$ cat src/rtl/aes_vector_sequencer.sv
// AES known-answer sequencer: walks plaintext/ciphertext pairs from a ROM, issues each plaintext
// to the core over valid/ready and scores the returned block onto a per-vector pass bitmap.
module aes_vector_sequencer #(
  parameter int unsigned NUM_VEC = 16,
  parameter int unsigned ADDR_W  = 4,
  parameter int unsigned DATA_W  = 128,
  parameter int unsigned TIMEOUT = 64,
  parameter int unsigned LED_W   = 16
) (
  input  logic              clk,
  input  logic              rst,
  input  logic              start,
  input  logic              loop_en,
  output logic              rom_en,
  output logic [ADDR_W-1:0] rom_addr,
  input  logic [DATA_W-1:0] rom_pt,
  input  logic [DATA_W-1:0] rom_ct,
  output logic              pt_valid,
  input  logic              pt_ready,
  output logic [DATA_W-1:0] plain_out,
  input  logic              ct_valid,
  input  logic [DATA_W-1:0] cipher_in,
  output logic [LED_W-1:0]  led,
  output logic [7:0]        err_cnt,
  output logic              timeout_flag,
  output logic              proto_err,
  output logic              busy,
  output logic              done
);

  localparam logic [2:0] StIdle    = 3'd0;
  localparam logic [2:0] StFetch   = 3'd1;
  localparam logic [2:0] StWaitRom = 3'd2;
  localparam logic [2:0] StIssue   = 3'd3;
  localparam logic [2:0] StWaitCt  = 3'd4;
  localparam logic [2:0] StCheck   = 3'd5;
  localparam logic [2:0] StDone    = 3'd6;

  localparam int unsigned          TimerW   = $clog2(TIMEOUT);
  localparam logic [TimerW-1:0]    TimerMax = TimerW'(TIMEOUT - 1);
  localparam logic [ADDR_W-1:0]    LastIdx  = ADDR_W'(NUM_VEC - 1);

  logic [2:0]        state_q, state_d;
  logic [ADDR_W-1:0] idx_q, idx_d;
  logic [DATA_W-1:0] plain_q, plain_d;
  logic [DATA_W-1:0] exp_q, exp_d;
  logic [DATA_W-1:0] ct_q, ct_d;
  logic [TimerW-1:0] timer_q, timer_d;
  logic              vec_to_q, vec_to_d;
  logic [LED_W-1:0]  led_q, led_d;
  logic [7:0]        err_q, err_d;
  logic              tflag_q, tflag_d;
  logic              perr_q, perr_d;
  logic              restart;
  logic              pass;

  assign rom_en       = (state_q == StFetch);
  assign rom_addr     = idx_q;
  assign pt_valid     = (state_q == StIssue);
  assign plain_out    = plain_q;
  assign led          = led_q;
  assign err_cnt      = err_q;
  assign timeout_flag = tflag_q;
  assign proto_err    = perr_q;
  assign busy         = (state_q != StIdle) && (state_q != StDone);
  assign done         = (state_q == StDone);

  always_comb begin
    state_d  = state_q;
    idx_d    = idx_q;
    plain_d  = plain_q;
    exp_d    = exp_q;
    ct_d     = ct_q;
    timer_d  = timer_q;
    vec_to_d = vec_to_q;
    led_d    = led_q;
    err_d    = err_q;
    tflag_d  = tflag_q;
    perr_d   = perr_q;
    restart  = 1'b0;
    pass     = 1'b0;

    case (state_q)
      StIdle: begin
        if (start) restart = 1'b1;
      end
      StFetch: begin
        state_d = StWaitRom;
      end
      StWaitRom: begin
        plain_d = rom_pt;
        exp_d   = rom_ct;
        state_d = StIssue;
      end
      StIssue: begin
        if (pt_ready) begin
          timer_d  = '0;
          vec_to_d = 1'b0;
          state_d  = StWaitCt;
        end
      end
      StWaitCt: begin
        // A response on the final timer cycle still counts.
        if (ct_valid) begin
          ct_d    = cipher_in;
          state_d = StCheck;
        end else if (timer_q == TimerMax) begin
          vec_to_d = 1'b1;
          tflag_d  = 1'b1;
          state_d  = StCheck;
        end else begin
          timer_d = timer_q + TimerW'(1);
        end
      end
      StCheck: begin
        pass = (ct_q == exp_q) && !vec_to_q;
        for (int k = 0; k < int'(LED_W); k++) begin
          if (k == int'(idx_q)) led_d[k] = pass;
        end
        if (!pass && (err_q != 8'hff)) err_d = err_q + 8'd1;
        if (idx_q == LastIdx) begin
          state_d = StDone;
        end else begin
          idx_d   = idx_q + ADDR_W'(1);
          state_d = StFetch;
        end
      end
      StDone: begin
        if (start || loop_en) restart = 1'b1;
      end
      default: begin
        state_d = StIdle;
      end
    endcase

    if (restart) begin
      led_d   = '0;
      err_d   = '0;
      tflag_d = 1'b0;
      perr_d  = 1'b0;
      idx_d   = '0;
      state_d = StFetch;
    end

    // Stray responses are flagged but never consumed.
    if (ct_valid && (state_q != StWaitCt)) perr_d = 1'b1;
  end

  always_ff @(posedge clk or posedge rst) begin
    if (rst) begin
      state_q  <= StIdle;
      idx_q    <= '0;
      plain_q  <= '0;
      exp_q    <= '0;
      ct_q     <= '0;
      timer_q  <= '0;
      vec_to_q <= 1'b0;
      led_q    <= '0;
      err_q    <= '0;
      tflag_q  <= 1'b0;
      perr_q   <= 1'b0;
    end else begin
      state_q  <= state_d;
      idx_q    <= idx_d;
      plain_q  <= plain_d;
      exp_q    <= exp_d;
      ct_q     <= ct_d;
      timer_q  <= timer_d;
      vec_to_q <= vec_to_d;
      led_q    <= led_d;
      err_q    <= err_d;
      tflag_q  <= tflag_d;
      perr_q   <= perr_d;
    end
  end

endmodule

$ cat config.mk
export PLATFORM = sky130hd
export DESIGN_NAME = aes_vector_sequencer
export DESIGN_NICKNAME = d
export VERILOG_FILES = /design/src/rtl/aes_vector_sequencer.sv
export SDC_FILE = /design/constraint.sdc
export NUM_CORES = 1
export LEC_CHECK = 0
export CORE_AREA = 2 2 275 223
export DETAILED_ROUTE_END_ITERATION = 16
export DIE_AREA = 0 0 277 225
export PLACE_DENSITY = 0.51
export SLEW_MARGIN = 10
export SYNTH_ARGS = -nofsm -noshare
export SYNTH_HDL_FRONTEND = slang
export SYNTH_SLANG_ARGS = --single-unit
$ cat constraint.sdc
create_clock -name clk -period 17.7 [get_ports clk]
set_input_delay 3.54 -clock clk [delete_from_list [all_inputs] [get_ports clk]]
set_output_delay 3.54 -clock clk [all_outputs]
set_load 0.005 [all_outputs]
==> impl_metrics.xml, run 1 <==
<?xml version="1.0" encoding="UTF-8"?>
<metrics>
  <group name="place">
    <metric name="placed_cells_incl_taps" unit="">2580</metric>
    <metric name="gp_routability_congestion" unit="">0.7791</metric>
    <metric name="half_perimeter_wire_length_after_detailed_placement" unit="um">40700</metric>
    <metric name="io_buffers" unit="">551</metric>
  </group>
  <group name="routing">
    <metric name="dr.first_iter.drc_count" unit="">551</metric>
    <metric name="vias_per_cell" unit="">4.588</metric>
    <metric name="antenna_violating_nets_post_route" unit="">0</metric>
    <metric name="via_count" unit="">12250</metric>
    <metric name="finalWirelength" unit="um">55300</metric>
    <metric name="wl_per_cell" unit="um">20.72</metric>
    <metric name="drt_pre_antenna_iters" unit="">5</metric>
    <metric name="route.detailed.drc" unit="">0</metric>
  </group>
  <group name="sta">
    <metric name="timing.clock.skew" unit="ns">0.02804</metric>
    <metric name="tightestPinTransition" unit="ns">1.101</metric>
    <metric name="period_needed" unit="ns">5.949</metric>
    <metric name="max_slew_margin" unit="%">26.59</metric>
    <metric name="tcrit_tclk_final" unit="%">33.61</metric>
    <metric name="timing.final.setup_violations" unit="">0</metric>
    <metric name="final_hold_viol_count" unit="">0</metric>
    <metric name="max_clock_freq" unit="GHz">0.1681</metric>
    <metric name="rsz_0062_raised_after_global_routing" unit="">false</metric>
    <metric name="setup-tns-final" unit="ns">0</metric>
    <metric name="final-max-slew-violation-count" unit="">0</metric>
  </group>
  <group name="layout">
    <metric name="drive_gt1_share" unit="%">23.50</metric>
    <metric name="synth_to_final_area_change" unit="%">45.31</metric>
    <metric name="filler_cell_count" unit="">5530</metric>
    <metric name="nNetsFinal" unit="">2248</metric>
    <metric name="layout.cells.non_filler" unit="">2669</metric>
  </group>
  <group name="worst_setup_path">
    <metric name="worstSetupPathType" unit="">in2reg</metric>
    <metric name="end_kind" unit="">flip-flop</metric>
    <metric name="largest_stage_delay_worst_path" unit="ns">0.93</metric>
    <metric name="critPathSlowestCell" unit="">sky130_fd_sc_hd__buf_4</metric>
    <metric name="critical_path.most_common_cell" unit="">sky130_fd_sc_hd__buf_4</metric>
    <metric name="worst_ep_arrival_time" unit="ns">6.41</metric>
    <metric name="worst-path-buf-inv" unit="">3</metric>
    <metric name="critPathMaxFanout" unit="">77</metric>
    <metric name="cpLargestDelayFamily" unit="">buffers and inverters</metric>
    <metric name="timing.critical_path.from_type" unit="">input pin</metric>
    <metric name="cp_data_required_time" unit="ns">18.16</metric>
    <metric name="cp_cell_sequence" unit="">clkdlybuf4s50_1, nor3b_2, buf_4, buf_4, mux2_2</metric>
  </group>
  <group name="synthesis">
    <metric name="synth-seq-area-share" unit="%">60.07</metric>
    <metric name="post_synth.cell_area_avg" unit="um2">13.64</metric>
    <metric name="async_set_or_reset_flop_fraction_in_the_synthesized_netlist" unit="%">100.0</metric>
    <metric name="syn_nets" unit="">1691</metric>
    <metric name="synthFlopType" unit="">sky130_fd_sc_hd__dfrtp_1</metric>
    <metric name="synthesized_cell_area" unit="um2">17660</metric>
    <metric name="unique_masters_post_synth" unit="">49</metric>
    <metric name="synth-edff-count" unit="">0</metric>
    <metric name="post_synth_inst_count" unit="">1295</metric>
    <metric name="yosys_warnings" unit="">0</metric>
    <metric name="postSynthRegisterBits" unit="">424</metric>
  </group>
  <group name="clocking">
    <metric name="post-cts-setup-buffers" unit="">0</metric>
    <metric name="worst_setup_hold_path_clk_slew" unit="ns">0.06</metric>
    <metric name="numCtsBuffers" unit="">49</metric>
    <metric name="htree_levels" unit="">2</metric>
    <metric name="worst_skew_pair.late_latency" unit="ns">0.59</metric>
    <metric name="post_cts.resized_instances" unit="">0</metric>
    <metric name="cts_sinks" unit="">424</metric>
    <metric name="max-clock-path-buffers" unit="">3</metric>
    <metric name="cts_hold_buf" unit="">0</metric>
    <metric name="cts_tree" unit="">done</metric>
    <metric name="clk_root_buffer_cell" unit="">sky130_fd_sc_hd__clkbuf_16</metric>
  </group>
  <group name="power">
    <metric name="leakage_power_total" unit="nW">10.35</metric>
    <metric name="share_clk_of_total_power" unit="%">23.2</metric>
    <metric name="power.switching" unit="mW">1.335</metric>
    <metric name="swShare" unit="%">30.18</metric>
    <metric name="power_report.internal_total" unit="mW">3.089</metric>
    <metric name="share_seq_of_total_power" unit="%">38.9</metric>
    <metric name="peakVddDrop" unit="mV">0.09087</metric>
    <metric name="comb_power_share" unit="%">37.9</metric>
    <metric name="power_density" unit="nW/um2">172.4</metric>
  </group>
  <group name="global_routing">
    <metric name="grt_pass1_wl" unit="um">82900</metric>
    <metric name="grt_pass1_vias" unit="">13080</metric>
    <metric name="globalRouteOverflowTotal" unit="">0</metric>
    <metric name="grt_max_degree" unit="">160</metric>
    <metric name="globalRouteTotalUtil" unit="%">17.60</metric>
    <metric name="grt_antenna_before_repair" unit="">13</metric>
  </group>
  <group name="floorplanning">
    <metric name="fp.dieH" unit="um">225</metric>
    <metric name="ioPinCount" unit="">552</metric>
    <metric name="die_w" unit="um">277</metric>
    <metric name="core" unit="um2">59260</metric>
    <metric name="floorplan.initialDensity" unit="%">29.81</metric>
    <metric name="dieArea" unit="um2">62330</metric>
    <metric name="placement_rows" unit="">80</metric>
  </group>
  <group name="run_status">
    <metric name="outcome" unit="">finished, final reports clean</metric>
  </group>
  <group name="flow_run">
    <metric name="maximum_capacitance_violations" unit="">0</metric>
  </group>
  <group name="worst_hold_path">
    <metric name="hold_crit_class" unit="">reg2reg</metric>
  </group>
</metrics>
==> tightest hold or removal path: cells and delay by family (launching register included) <==
kind / cells / cell delay [ns]
AND/OR/NAND/NOR: 2 / 0.13
flip-flops: 1 / 0.34
==> per-stage QoR <==
stage | hold slack [ns] | worst slack (ns) | area [um2] | util, % | power [mW]
after floorplan | 0.4506 | 2.355 | 17660 | - | 2.703
after global placement | 0.4879 | 11.01 | 24040 | 40.58 | 3.402
after detailed placement | 0.4901 | 10.98 | 24040 | 40.58 | 3.440
after CTS | 0.5040 | 11.61 | 25650 | 43.29 | 4.505
after global routing | 0.5158 | 11.24 | 25660 | 43.31 | 4.719
final | 0.4961 | 11.75 | 25670 | 43.31 | 4.424
==> sequential cells by signal (all words and copies together) (netlist names), 3 cells and up <==
signal     flops
ct_q         128
exp_q        128
plain_out    128
led           16
err_cnt        8
timer_q        6
rom_addr       4
state_q        3
==> cells in the final DEF (no fill, tap or decap), types with 11 or more instances in the layout <==
cell and instances:
sky130_fd_sc_hd__xor2_1 14, sky130_fd_sc_hd__nor4_1 12, sky130_fd_sc_hd__mux2_2 353, sky130_fd_sc_hd__nand2_1 71, sky130_fd_sc_hd__dfrtp_1 424, sky130_fd_sc_hd__nor2b_1 22
sky130_fd_sc_hd__nor2_1 27, sky130_fd_sc_hd__nand4_1 25, sky130_fd_sc_hd__nand2b_1 11, sky130_fd_sc_hd__clkbuf_16 49, sky130_fd_sc_hd__clkdlybuf4s50_1 551, sky130_fd_sc_hd__o21ai_0 49
sky130_fd_sc_hd__clkbuf_1 13, sky130_fd_sc_hd__inv_1 36, sky130_fd_sc_hd__a21oi_1 23, sky130_fd_sc_hd__xnor2_1 75
==> logic make-up after synthesis <==
family,Yosys count,share of synthesized area [%]
flops,424,60.07
mux,363,23.07
simple gates,207,6.085
compound gates,113,3.896
buf+inv,93,2.040
xor+xnor,89,4.413
fa+ha+maj,6,0.4250
==> final timing paths <==
path	from	end	slack, ns	depth (start not counted)
hold reg to reg	timeout_flag	timeout_flag	0.50	2
setup reg to reg	state_q[1]	ct_q[16]	14.53	5
max in group asynchronous	rst	exp_q[14]	11.77	4
hold / removal	timeout_flag	timeout_flag	0.50	2
min in group asynchronous	rst	plain_out[73]	3.57	2
setup / recovery	ct_valid	ct_q[16]	11.75	5
==> per-layer routing <==
layer	global-route usage, %	up-vias	wire length (um)
met2	28.38	369	26140
met5	0	-	81
met3	5.619	96	4135
li1	-	5678	-
met1	22.60	6089	23690
met4	5.382	14	1255
==> power groups by stage <==
stage                     clock network (mW)  registers (mW)  logic (mW)
after global routing                    1.11            1.79        1.83
after detailed placement                   0            1.74        1.70
final                                   1.03            1.72        1.68
after CTS                               1.07            1.73        1.71
after global placement                     0            1.72        1.68
after floorplan                            0            1.69        1.02
==> area by class of cell <==
| cell class | count | area (um2) | share of cell area, % |
|---|---|---|---|
| clock buffer | 72 | 1413 | 5.504 |
| timing repair buffer | 562 | 5610 | 21.86 |
| multi-input combinational | 778 | 6703 | 26.12 |
| inverter | 37 | 146.4 | 0.5704 |
| sequential | 424 | 10610 | 41.34 |
| clock inverter | 12 | 196.4 | 0.7654 |
| tap | 779 | 974.7 | 3.798 |
| antenna | 5 | 12.51 | 0.04875 |
==> Yosys cell counts, types with 3 or more instances <==
master | n | area (um2)
sky130_fd_sc_hd__dfrtp_1 | 424 | 10610
sky130_fd_sc_hd__mux2_2 | 353 | 3975
sky130_fd_sc_hd__xnor2_1 | 75 | 656.9
sky130_fd_sc_hd__nand2_1 | 71 | 266.5
sky130_fd_sc_hd__clkbuf_1 | 54 | 202.7
sky130_fd_sc_hd__o21ai_0 | 49 | 245.2
sky130_fd_sc_hd__inv_1 | 37 | 138.9
sky130_fd_sc_hd__nor2_1 | 27 | 101.4
sky130_fd_sc_hd__nand4_1 | 25 | 156.4
sky130_fd_sc_hd__a21oi_1 | 23 | 115.1
sky130_fd_sc_hd__nor2b_1 | 22 | 137.6
sky130_fd_sc_hd__xor2_1 | 14 | 122.6
sky130_fd_sc_hd__nor4_1 | 12 | 75.07
sky130_fd_sc_hd__nand2b_1 | 11 | 68.82
sky130_fd_sc_hd__mux2i_1 | 10 | 100.1
sky130_fd_sc_hd__o22ai_1 | 10 | 62.56
sky130_fd_sc_hd__nor3_1 | 9 | 45.04
sky130_fd_sc_hd__a22oi_1 | 7 | 52.55
sky130_fd_sc_hd__nand3_1 | 7 | 35.03
sky130_fd_sc_hd__ha_1 | 6 | 75.07
sky130_fd_sc_hd__a2111o_1 | 4 | 45.04
sky130_fd_sc_hd__or4_1 | 4 | 30.03
sky130_fd_sc_hd__and2_1 | 3 | 18.77
sky130_fd_sc_hd__nor3b_1 | 3 | 22.52
sky130_fd_sc_hd__o2111ai_1 | 3 | 26.28
sky130_fd_sc_hd__o2bb2ai_1 | 3 | 26.28
sky130_fd_sc_hd__or3_1 | 3 | 18.77
(Power assumes the default switching activity.)
==> run 2: changes to the inputs <==
==> constraint.sdc (replaced) <==
create_clock -name clk -period 5.7 [get_ports clk]
set_input_delay 1.14 -clock clk [delete_from_list [all_inputs] [get_ports clk]]
set_output_delay 1.14 -clock clk [all_outputs]
set_load 0.005 [all_outputs]
==> impl_metrics.xml, run 2 (synthesized netlist as in run 1, its figures left out) <==
<?xml version="1.0" encoding="UTF-8"?>
<metrics>
  <group name="layout">
    <metric name="postLayoutCellArea" unit="um2">25680</metric>
    <metric name="synth_to_final_area_change" unit="%">45.41</metric>
    <metric name="nNetsFinal" unit="">2250</metric>
    <metric name="layout.cells.most_common_list" unit="">sky130_fd_sc_hd__clkdlybuf4s50_1 (551), sky130_fd_sc_hd__dfrtp_1 (424), sky130_fd_sc_hd__mux2_2 (353)</metric>
    <metric name="final_common_cell" unit="">sky130_fd_sc_hd__clkdlybuf4s50_1</metric>
    <metric name="drive_gt1_share" unit="%">23.83</metric>
  </group>
  <group name="floorplanning">
    <metric name="fp.dieH" unit="um">225</metric>
    <metric name="core" unit="um2">59260</metric>
    <metric name="die_w" unit="um">277</metric>
    <metric name="dieArea" unit="um2">62330</metric>
    <metric name="ioPinCount" unit="">552</metric>
    <metric name="placement_rows" unit="">80</metric>
    <metric name="floorplan.initialDensity" unit="%">29.81</metric>
  </group>
  <group name="place">
    <metric name="placed_cell_area" unit="um2">24130</metric>
    <metric name="pre_cts_ws" unit="ns">2.480</metric>
    <metric name="gp_routability_congestion" unit="">0.7754</metric>
    <metric name="half_perimeter_wire_length_after_detailed_placement" unit="um">40940</metric>
    <metric name="io_buffers" unit="">551</metric>
  </group>
  <group name="worst_setup_path">
    <metric name="cp_data_required_time" unit="ns">4.56</metric>
    <metric name="critPathMaxFanout" unit="">8</metric>
    <metric name="worst_ep_arrival_time" unit="ns">2.17</metric>
    <metric name="end_kind" unit="">output pin</metric>
    <metric name="timing.critical_path.from_type" unit="">flip-flop</metric>
    <metric name="worstSetupPathType" unit="">reg2out</metric>
    <metric name="timing.reg2reg.setup_slack" unit="ns">2.71</metric>
  </group>
  <group name="sta">
    <metric name="max_clock_freq" unit="GHz">0.3019</metric>
    <metric name="tcrit_tclk_final" unit="%">58.11</metric>
    <metric name="final-max-slew-violation-count" unit="">0</metric>
    <metric name="final_hold_viol_count" unit="">0</metric>
    <metric name="tightestPinTransition" unit="ns">1.046</metric>
    <metric name="rsz_0062_raised_after_global_routing" unit="">false</metric>
    <metric name="finalHoldWorstSlack" unit="ns">0.4770</metric>
    <metric name="timing.clock.skew" unit="ns">0.02335</metric>
    <metric name="timing.final.setup_violations" unit="">0</metric>
    <metric name="period_needed" unit="ns">3.312</metric>
    <metric name="fin_ws" unit="ns">2.388</metric>
    <metric name="max_slew_margin" unit="%">30.27</metric>
  </group>
  <group name="routing">
    <metric name="route.detailed.drc" unit="">0</metric>
    <metric name="drt_pre_antenna_iters" unit="">6</metric>
    <metric name="antenna_violating_nets_post_route" unit="">0</metric>
    <metric name="vias_per_cell" unit="">4.584</metric>
    <metric name="wl_per_cell" unit="um">20.85</metric>
    <metric name="dr.first_iter.drc_count" unit="">608</metric>
    <metric name="finalWirelength" unit="um">55700</metric>
    <metric name="via_count" unit="">12250</metric>
  </group>
  <group name="clocking">
    <metric name="cts_tree" unit="">done</metric>
    <metric name="cts_hold_buf" unit="">0</metric>
    <metric name="post_cts.resized_instances" unit="">0</metric>
    <metric name="worst_setup_hold_path_clk_slew" unit="ns">0.06</metric>
    <metric name="numCtsBuffers" unit="">47</metric>
    <metric name="clk_root_buffer_cell" unit="">sky130_fd_sc_hd__clkbuf_16</metric>
    <metric name="max-clock-path-buffers" unit="">3</metric>
    <metric name="post-cts-setup-buffers" unit="">0</metric>
    <metric name="cts_sinks" unit="">424</metric>
    <metric name="worst_skew_pair.late_latency" unit="ns">0.58</metric>
    <metric name="htree_levels" unit="">2</metric>
  </group>
  <group name="flow_run">
    <metric name="maximum_capacitance_violations" unit="">0</metric>
  </group>
  <group name="global_routing">
    <metric name="grt_pass1_vias" unit="">13260</metric>
    <metric name="grt_antenna_before_repair" unit="">11</metric>
    <metric name="grt_max_degree" unit="">142</metric>
    <metric name="grt_pass1_wl" unit="um">83120</metric>
    <metric name="globalRouteOverflowTotal" unit="">0</metric>
    <metric name="globalRouteTotalUtil" unit="%">17.64</metric>
  </group>
  <group name="power">
    <metric name="power_density" unit="nW/um2">530.6</metric>
    <metric name="peakVddDrop" unit="mV">0.7114</metric>
    <metric name="leakage_power_total" unit="nW">10.36</metric>
  </group>
  <group name="worst_hold_path">
    <metric name="hold_crit_class" unit="">reg2reg</metric>
  </group>
  <group name="run_status">
    <metric name="outcome" unit="">finished, final reports clean</metric>
  </group>
</metrics>
## run 2: cell types whose count changed in the layout (fill, tap and decap cells not counted), sizes merged
cell / previous run / this run
buf: 11 / 15
bufinv: 5 / 2
inv: 40 / 37
clkbuf: 72 / 69
clkinv: 4 / 10
clkinvlp: 0 / 2
## run 2: where the power goes
group	switching, mW	total [mW]	internal (mW)
combinational	2.01	5.24	3.23
clock	1.26	3.05	1.79
sequential	0.885	5.34	4.46
## run 2: layout make-up
cell class,count,area [um2]
Clock inverter,14,137.6
Inverter,37,142.6
Tap cell,779,974.7
Multi-Input combinational cell,778,6703
Clock buffer,69,1400
Timing Repair Buffer,566,5703
Fill cell,5553,33570
Sequential cell,424,10610
Antenna cell,5,12.51
## run 2: metrics by stage
step | utilization, % | power, mW | setup TNS, ns | cells
global route | 43.32 | 14.49 | 0 | 2667
global placement | 40.73 | 10.58 | 0 | 2584
floorplan | - | 8.394 | -492.46 | 1295
detailed placement | 40.73 | 10.69 | 0 | 2584
finish | 43.34 | 13.63 | 0 | 2672
CTS | 43.32 | 13.86 | 0 | 2667
## run 2: path summary, 6_finish.rpt
kind / from / to / depth (start not counted)
setup reg to reg: exp_q[27] / err_cnt[3] / 8
min in group asynchronous: rst / plain_out[112] / 2
hold / removal: proto_err / proto_err / 2
hold reg to reg: proto_err / proto_err / 2
setup / recovery: state_q[2] / busy / 4
max in group asynchronous: rst / plain_out[10] / 3
## run 2: critical path, cell delays in order (launching register included)
cell,delay [ns]
sky130_fd_sc_hd__dfrtp_1,0.45
sky130_fd_sc_hd__nor2b_1,0.19
sky130_fd_sc_hd__nor3_1,0.44
sky130_fd_sc_hd__inv_1,0.07
sky130_fd_sc_hd__clkdlybuf4s50_1,0.46
## run 2: layer usage
metal / global-route usage (%) / share of wire [%] / vias to the layer above / wire, um
met1: 22.58 / 42 / 6113 / 23420
met5: 0 / 0.18 / - / 101
met4: 3.559 / 1.4 / 16 / 805
li1: - / - / 5678 / -
met3: 6.096 / 8.0 / 76 / 4453
met2: 29.00 / 48 / 366 / 26920
